[src/rtl/wb_regif_slave.sv]
// -----------------------------------------------------------------------------
// wb_regif_slave
//   Wishbone classic slave front-end for a register address decoder.
//   Accepts one bus cycle and presents a registered 16-bit address to the
//   decoder. After a settle cycle and WAIT_STATES extra cycles it samples the
//   decoder's read data and hit flag. It then terminates with a one-cycle ACK
//   (or ERR) and pulses a register read or write strobe.
//
//   Optional feature macro: WB_ERR_EN
//     defined   -> an access that misses every decoder slot terminates with
//                  wb_err_o instead of wb_ack_o. No data and no strobes are
//                  returned for it.
//     undefined -> wb_err_o is held at 0. Unmapped reads ack with the
//                  decoder's data, and unmapped writes ack without reg_wr_o.
//
// Ports
//   wb_clk_i, wb_rst_i            clock, synchronous active-high reset
//   wb_cyc_i/stb_i/we_i           Wishbone cycle, strobe, write enable
//   wb_adr_i[ADDR_W], wb_dat_i    word address, write data
//   wb_sel_i[4]                   byte selects
//   wb_dat_o, wb_ack_o, wb_err_o  read data, acknowledge, error terminate
//   dec_addr_o[16]                registered, zero-extended decoder address
//   dec_dat_i, dec_hit_i          decoder read mux data, any-slot-hit flag
//   reg_wdat_o, reg_sel_o         latched write data and byte selects
//   reg_wr_o, reg_rd_o            one-cycle write and read strobes
// -----------------------------------------------------------------------------
module wb_regif_slave #(
    parameter int ADDR_W      = 16,
    parameter int WAIT_STATES = 1
) (
    input  logic              wb_clk_i,
    input  logic              wb_rst_i,
    input  logic              wb_cyc_i,
    input  logic              wb_stb_i,
    input  logic              wb_we_i,
    input  logic [ADDR_W-1:0] wb_adr_i,
    input  logic [31:0]       wb_dat_i,
    input  logic [3:0]        wb_sel_i,
    output logic [31:0]       wb_dat_o,
    output logic              wb_ack_o,
    output logic              wb_err_o,
    output logic [15:0]       dec_addr_o,
    input  logic [31:0]       dec_dat_i,
    input  logic              dec_hit_i,
    output logic [31:0]       reg_wdat_o,
    output logic [3:0]        reg_sel_o,
    output logic              reg_wr_o,
    output logic              reg_rd_o
);

    typedef enum logic [1:0] {S_IDLE, S_SETUP, S_WAIT, S_TERM} state_t;

    // Preload value for the wait counter. WAIT is skipped entirely when
    // WAIT_STATES is 0, so the 0 used in that case is never consumed.
    localparam logic [3:0] WS_INIT = (WAIT_STATES == 0) ? 4'd0 : 4'(WAIT_STATES - 1);

    state_t      state_q, state_d;
    logic [3:0]  cnt_q, cnt_d;
    logic        we_q, we_d;
    logic [15:0] addr_q, addr_d;
    logic [31:0] wdat_q, wdat_d;
    logic [3:0]  sel_q, sel_d;
    logic [31:0] rdat_q, rdat_d;
    logic        ack_q, ack_d;
    logic        err_q, err_d;
    logic        wr_q, wr_d;
    logic        rd_q, rd_d;
    logic        go_term;
    logic        unmapped_err;

`ifdef WB_ERR_EN
    assign unmapped_err = ~dec_hit_i;
`else
    assign unmapped_err = 1'b0;
`endif

    always_comb begin
        state_d = state_q;
        cnt_d   = cnt_q;
        we_d    = we_q;
        addr_d  = addr_q;
        wdat_d  = wdat_q;
        sel_d   = sel_q;
        rdat_d  = 32'd0;
        ack_d   = 1'b0;
        err_d   = 1'b0;
        wr_d    = 1'b0;
        rd_d    = 1'b0;
        go_term = 1'b0;

        case (state_q)
            S_IDLE: begin
                if (wb_cyc_i && wb_stb_i) begin
                    we_d    = wb_we_i;
                    addr_d  = 16'(wb_adr_i);
                    wdat_d  = wb_dat_i;
                    sel_d   = wb_sel_i;
                    state_d = S_SETUP;
                end
            end
            // Only a dropped cyc aborts. A low stb while cyc is held is a
            // legal classic-cycle wait.
            S_SETUP: begin
                if (!wb_cyc_i) begin
                    state_d = S_IDLE;
                end else if (WAIT_STATES == 0) begin
                    state_d = S_TERM;
                    go_term = 1'b1;
                end else begin
                    state_d = S_WAIT;
                    cnt_d   = WS_INIT;
                end
            end
            S_WAIT: begin
                if (!wb_cyc_i) begin
                    state_d = S_IDLE;
                end else if (cnt_q == 4'd0) begin
                    state_d = S_TERM;
                    go_term = 1'b1;
                end else begin
                    cnt_d = 4'(cnt_q - 4'd1);
                end
            end
            S_TERM:  state_d = S_IDLE;
            default: state_d = S_IDLE;
        endcase

        // The cycle that enters TERM is the decoder sample point. Every
        // termination output is registered here, so all of them appear
        // together for exactly the single TERM cycle.
        if (go_term) begin
            if (unmapped_err) begin
                err_d = 1'b1;
            end else begin
                ack_d = 1'b1;
                if (we_q) begin
                    wr_d = dec_hit_i;
                end else begin
                    rd_d   = 1'b1;
                    rdat_d = dec_dat_i;
                end
            end
        end
    end

    always_ff @(posedge wb_clk_i) begin
        if (wb_rst_i) begin
            state_q <= S_IDLE;
            cnt_q   <= 4'd0;
            we_q    <= 1'b0;
            addr_q  <= 16'd0;
            wdat_q  <= 32'd0;
            sel_q   <= 4'd0;
            rdat_q  <= 32'd0;
            ack_q   <= 1'b0;
            err_q   <= 1'b0;
            wr_q    <= 1'b0;
            rd_q    <= 1'b0;
        end else begin
            state_q <= state_d;
            cnt_q   <= cnt_d;
            we_q    <= we_d;
            addr_q  <= addr_d;
            wdat_q  <= wdat_d;
            sel_q   <= sel_d;
            rdat_q  <= rdat_d;
            ack_q   <= ack_d;
            err_q   <= err_d;
            wr_q    <= wr_d;
            rd_q    <= rd_d;
        end
    end

    assign wb_dat_o   = rdat_q;
    assign wb_ack_o   = ack_q;
    assign wb_err_o   = err_q;
    assign dec_addr_o = addr_q;
    assign reg_wdat_o = wdat_q;
    assign reg_sel_o  = sel_q;
    assign reg_wr_o   = wr_q;
    assign reg_rd_o   = rd_q;

endmodule

[config.mk]
export PLATFORM = sky130hd
export DESIGN_NAME = wb_regif_slave
export DESIGN_NICKNAME = d
export VERILOG_FILES = /design/src/rtl/wb_regif_slave.sv
export SDC_FILE = /design/constraint.sdc
export NUM_CORES = 1
export LEC_CHECK = 0
export BUFFER_PORTS_ARGS = -buffer_cell sky130_fd_sc_hd__clkbuf_2
export CAP_MARGIN = 20
export CORE_ASPECT_RATIO = 1.1
export CORE_MARGIN = 2
export CORE_UTILIZATION = 35
export DETAILED_ROUTE_END_ITERATION = 6
export PLACE_DENSITY_LB_ADDON = 0.3
export SKIP_LAST_GASP = 1
export SLEW_MARGIN = 20
export SYNTH_ARGS = -nofsm -noshare
export SYNTH_HDL_FRONTEND = slang
export SYNTH_SLANG_ARGS = --single-unit
[constraint.sdc]
create_clock -name wb_clk_i -period 2.97 [get_ports wb_clk_i]
set_input_delay 0.1485 -clock wb_clk_i [delete_from_list [all_inputs] [get_ports wb_clk_i]]
set_output_delay 0.1485 -clock wb_clk_i [all_outputs]
set_load 0.02 [all_outputs]
Word-level counts from Yosys, hierarchy flattened
Index checks and enable logic that the tools add are counted.
Word-level totals
  bits of input ports: 90
  register bits after elaboration: 94
  logic and storage cells: 45
  output and inout bits: 88
Operators by class
  reduce and logical (&&, ||, !) cells: 10
  add/sub/neg operators: 1
  mux-type cells: 14
  equal/unequal tests: 8
  bitwise gates (word level): 2
Operators with widths (count)
  4-bit 2-to-1 mux: 3
  2-bit 2-to-1 mux: 4
  2-bit inequality test, second input constant: 4
  2-bit case mux with 4 select lines: 1
  4-bit case mux with 2 select lines: 1
  3-bit OR reduction: 2
  1-bit 2-to-1 mux: 5
  2-bit == test, second input constant: 2
  4-bit zero test: 1
  2-bit AND reduction: 2
  4-bit AND reduction: 1
  4-bit by 1-bit subtractor with 4-bit output, second input constant: 1
  3-bit inequality test, second input constant: 1
  2-bit by 1-bit == test with 1-bit output, second input constant: 1
  2-bit zero test: 1
  1-bit inverter: 2
  2-bit nonzero test: 1
  2-bit OR reduction: 1
  1-bit logical AND: 1

Depth between registers and ports, before layout
  depth after elaboration: 6
  depth in mapped cells: 6
  gate-level depth less buffers: 5

Least setup slack after synthesis
No wires, ideal clock.
  path kind: reg-to-reg
  start point: reg state_q[0]
  end point: reg rdat_q[22], in the netlist wb_dat_o[22]
  cell stages (with the launch flop): 6
  library setup time: 0.059 ns
  arrival: 1.357 ns
  slack: 1.554 ns
  buffers on the path: 2
  data required time: 2.911 ns
  period minus slack after synthesis: 1.416 ns
  cells stage by stage: dfxtp_1 > buf_2 > or3b_4 > nor3_4 > buf_6 > and2_1
Between the ends
  longest elaborated chain between the ends: 4
Ends and longest elaborated chain
  from (decl): RTL line 57  | state_t state_q, state_d;
  from (signal assigned): RTL line 160  | state_q <= state_d;
  2-bit == test: RTL line 91  | case (state_q)
  1-bit 2-to-1 mux: RTL line 91
  1-bit inverter (no source line)
  3-bit OR reduction (no source line)
  to (signal assigned): RTL line 166  | rdat_q <= rdat_d;
  to (decl): RTL line 63  | logic [31:0] rdat_q, rdat_d;
No other way between the ends.
A chain may end at the register's enable or synchronous reset.

Worst setup path in the final report
  start point: reg state_q[0]
  end point: reg addr_q[5], in the netlist dec_addr_o[5]
Between the ends
  longest elaborated chain between the ends: 2
Ends and longest elaborated chain
  2-bit zero test: RTL line 91
  2-bit AND reduction (no source line)
  to (signal assigned): RTL line 163  | addr_q <= addr_d;
  to (decl): RTL line 60  | logic [15:0] addr_q, addr_d;
No other way between the ends.

==> impl_metrics.yaml <==
logic_synthesis:
  yosys_register_bits: 94
  syn_area_per_cell_um2: 9.09
  async_flop_share_pct: 0
  synth-compound-area-share_pct: 10.3
  synth_fa_ha_area_share_pct: 0.396
  netlist_area_um2: 3160
  synth_mux_area_share_pct: 0.316
  syn_nets: 439
  synth_top_family_by_area: "simple AND/OR/NAND/NOR gates"
  synth-simple-area-share_pct: 24.6
  synth-seq-area-share_pct: 59.5
  synth_cells: 348
  ys_types: 33
  synthFlopType: "dfxtp_1"
  synth_edf_count: 0
  yosys_warnings: 0
  synthXorXnorAreaFrac_pct: 0.277
flow_run:
  max_cap_violations: 0
final_layout:
  syn_to_final_growth_pct: 59.1
  drive_above_1_share_pct: 33.8
  fin_util_pct: 57.0
  final_common_cell: "clkbuf_2"
  antenna_cells: 0
  stdcell_count: 706
  final_cell_mix: "176 x clkbuf_2, 106 x nand2_1, 94 x dfxtp_1, 74 x dlygate4sd3_1, 56 x a21oi_1"
  fill_cells: 805
  fin_nets: 679
placed_design:
  place_congestion: 0.712
  hpwlAfterDp_mm: 5.36
  dp_cells: 617
  portBuffers: 176
sta:
  hold_violations: 0
  fin_setup_tns_ps: 0
  max_freq_mhz: 511
  post-route-period-util_pct: 65.9
  finalSetupViolations: 0
  rsz0062_at_grt: "no"
  slew_violations: 0
  slew_headroom_pct: 43.7
  min_period_ps: 1960
  skew_ps: 15.8
  worst_pin_slew_ps: 842
critical_path:
  cpPeakStageDelay_ps: 760
  crit_start: "state_q[0]"
  cp.required_ps: 3180
  worst_setup_path_start_kind: "flop"
  arrival_ps: 2170
  worstSetupPathType: "reg -> reg"
  r2r_start: "state_q[0]"
  r2r_setup_slack_ps: 1010
  crit_slowest_cell: "nand4bb_2"
  cp_max_fo: 28
  cp_cell_sequence: "nand4bb_2 -> buf_4 -> nand2_1 -> a21oi_1"
  endpoint_kind: "flop"
grt:
  grt_pass1_vias: 2933
  grt_usage_pct: 17.1
  grt_pass1_wl_mm: 13.4
  grt_overflow: 0
  grt_antenna_before_repair: 0
  grt_max_degree: 61
route:
  vias: 3103
  viasPerCell: 4.40
  routedWlPerCell_um: 12.1
  drc_errors: 0
  ant_nets: 0
  drt-initial-drc-count: 125
  wl_mm: 8.51
  firstDrtPassIters: 4
min_path:
  worst_hold_startpoint: "wb_adr_i[14]"
  hold_path.class: "in -> reg"
pwr:
  power_uw: 2450
  pwr-share-seq_pct: 53.7
  power.switching_uw: 608
  p_leak_uw: 0.00231
  clkPwrFrac_pct: 33.3
  peakVddDrop_mv: 0.212
  swShare_pct: 24.8
  p_per_area_nw_per_um2: 488
  p_int_uw: 1850
  combPwrFrac_pct: 12.9
floorplanning:
  rows: 36
  dieHeight_um: 104
  die_x_um: 94.6
  dieArea_um2: 9810
  boundaryPins: 178
  core-area_um2: 8830
  start_util_pct: 35.8
clock_network:
  clk_path_buf_depth: 2
  post-cts-setup-buffers: 0
  cts.clk_slew.worst_paths_ps: 90
  ctsHtreeMaxLevel: 3
  cts_tree: "built"
  cts_root_buf: "clkbuf_8"
  insertion_delay_ps: 350
  numCtsBuffers: 9
  clock_sink_count: 94
  cts-resized-gates: 0
  cts_hold_buf: 74
outcome:
  status: "completed"
-- Yosys cell counts, types with 2 or more instances --
library cell,instances,area share [%]
dfxtp_1,94,59
buf_2,9,1.4
buf_6,3,1.1
or3_1,2,0.40
inv_1,3,0.36
nor3b_1,2,0.47
nand3b_1,3,0.71
nand4bb_1,2,0.71
and2_1,32,6.3
a21oi_1,56,8.9
nand2_1,106,13
clkbuf_1,12,1.4
nand2b_1,4,0.79
-- flip-flops by register name, summed over array words and instances, names as in the netlist --
name	flops
cnt_q	4
dec_addr_o	16
reg_rd_o	1
reg_sel_o	4
reg_wdat_o	32
reg_wr_o	1
state_q	2
wb_ack_o	1
wb_dat_o	32
we_q	1
-- per-stage QoR --
step,cell area [µm²],setup slack [ps],hold WS (ps)
floorplan,3160,1550,270
global placement,4110,1050,348
detailed placement,4110,994,350
CTS,5030,990,0.458
global route,5030,850,11.2
finish,5030,1010,23.9
-- power by group through the flow --
| stage | Sequential (µW) | Clock, µW | Combinational [µW] |
|---|---|---|---|
| global route | 1320 | 905 | 348 |
| finish | 1320 | 818 | 318 |
| detailed placement | 1350 | 0 | 240 |
| floorplan | 1390 | 0 | 90.2 |
| global placement | 1350 | 0 | 238 |
| CTS | 1320 | 856 | 318 |
-- per-layer routing --
metal | global-route usage, % | wire length [µm] | vias up
li1 | - | - | 1595
met4 | 8.28 | 210 | 0
met5 | 0 | 0 | -
met2 | 30.3 | 4450 | 96
met1 | 19.2 | 3420 | 1395
met3 | 3.42 | 431 | 17
-- kinds of logic after synthesis --
| group | Yosys count |
|---|---|
| AOI/OAI and AO/OA | 62 |
| buffers and inverters | 28 |
| xor gates and xnor gates | 1 |
| adders and majority gates | 1 |
| DFF | 94 |
| muxes | 1 |
| other | 1 |
| and+or+nand+nor | 160 |
-- path summary, 6_finish.rpt --
path / to / cells after the start
worst max register to register: dec_addr_o[5] / 4
worst min-delay path: dec_addr_o[14] / 3
worst min register to register: reg_wdat_o[4] / 2
worst max-delay path: dec_addr_o[5] / 4
-- worst max-delay path, delay by kind of cell, from the launching register on --
kind / cells / cell delay [ps]
simple gates: 2 / 860
buf+inv: 1 / 480
compound gates: 1 / 70
flops: 1 / 410
-- layout make-up --
cell class | instances | area (µm²) | area share (%)
clock buffer | 10 | 128 | 2.54
sequential | 94 | 1880 | 37.4
multi-input combinational | 226 | 1160 | 23.0
clock inverter | 5 | 58.8 | 1.17
timing repair buffer | 254 | 1650 | 32.8
inverter | 3 | 11.3 | 0.224
tap | 114 | 143 | 2.83
Note: power is estimated with default switching activity, not from simulation.
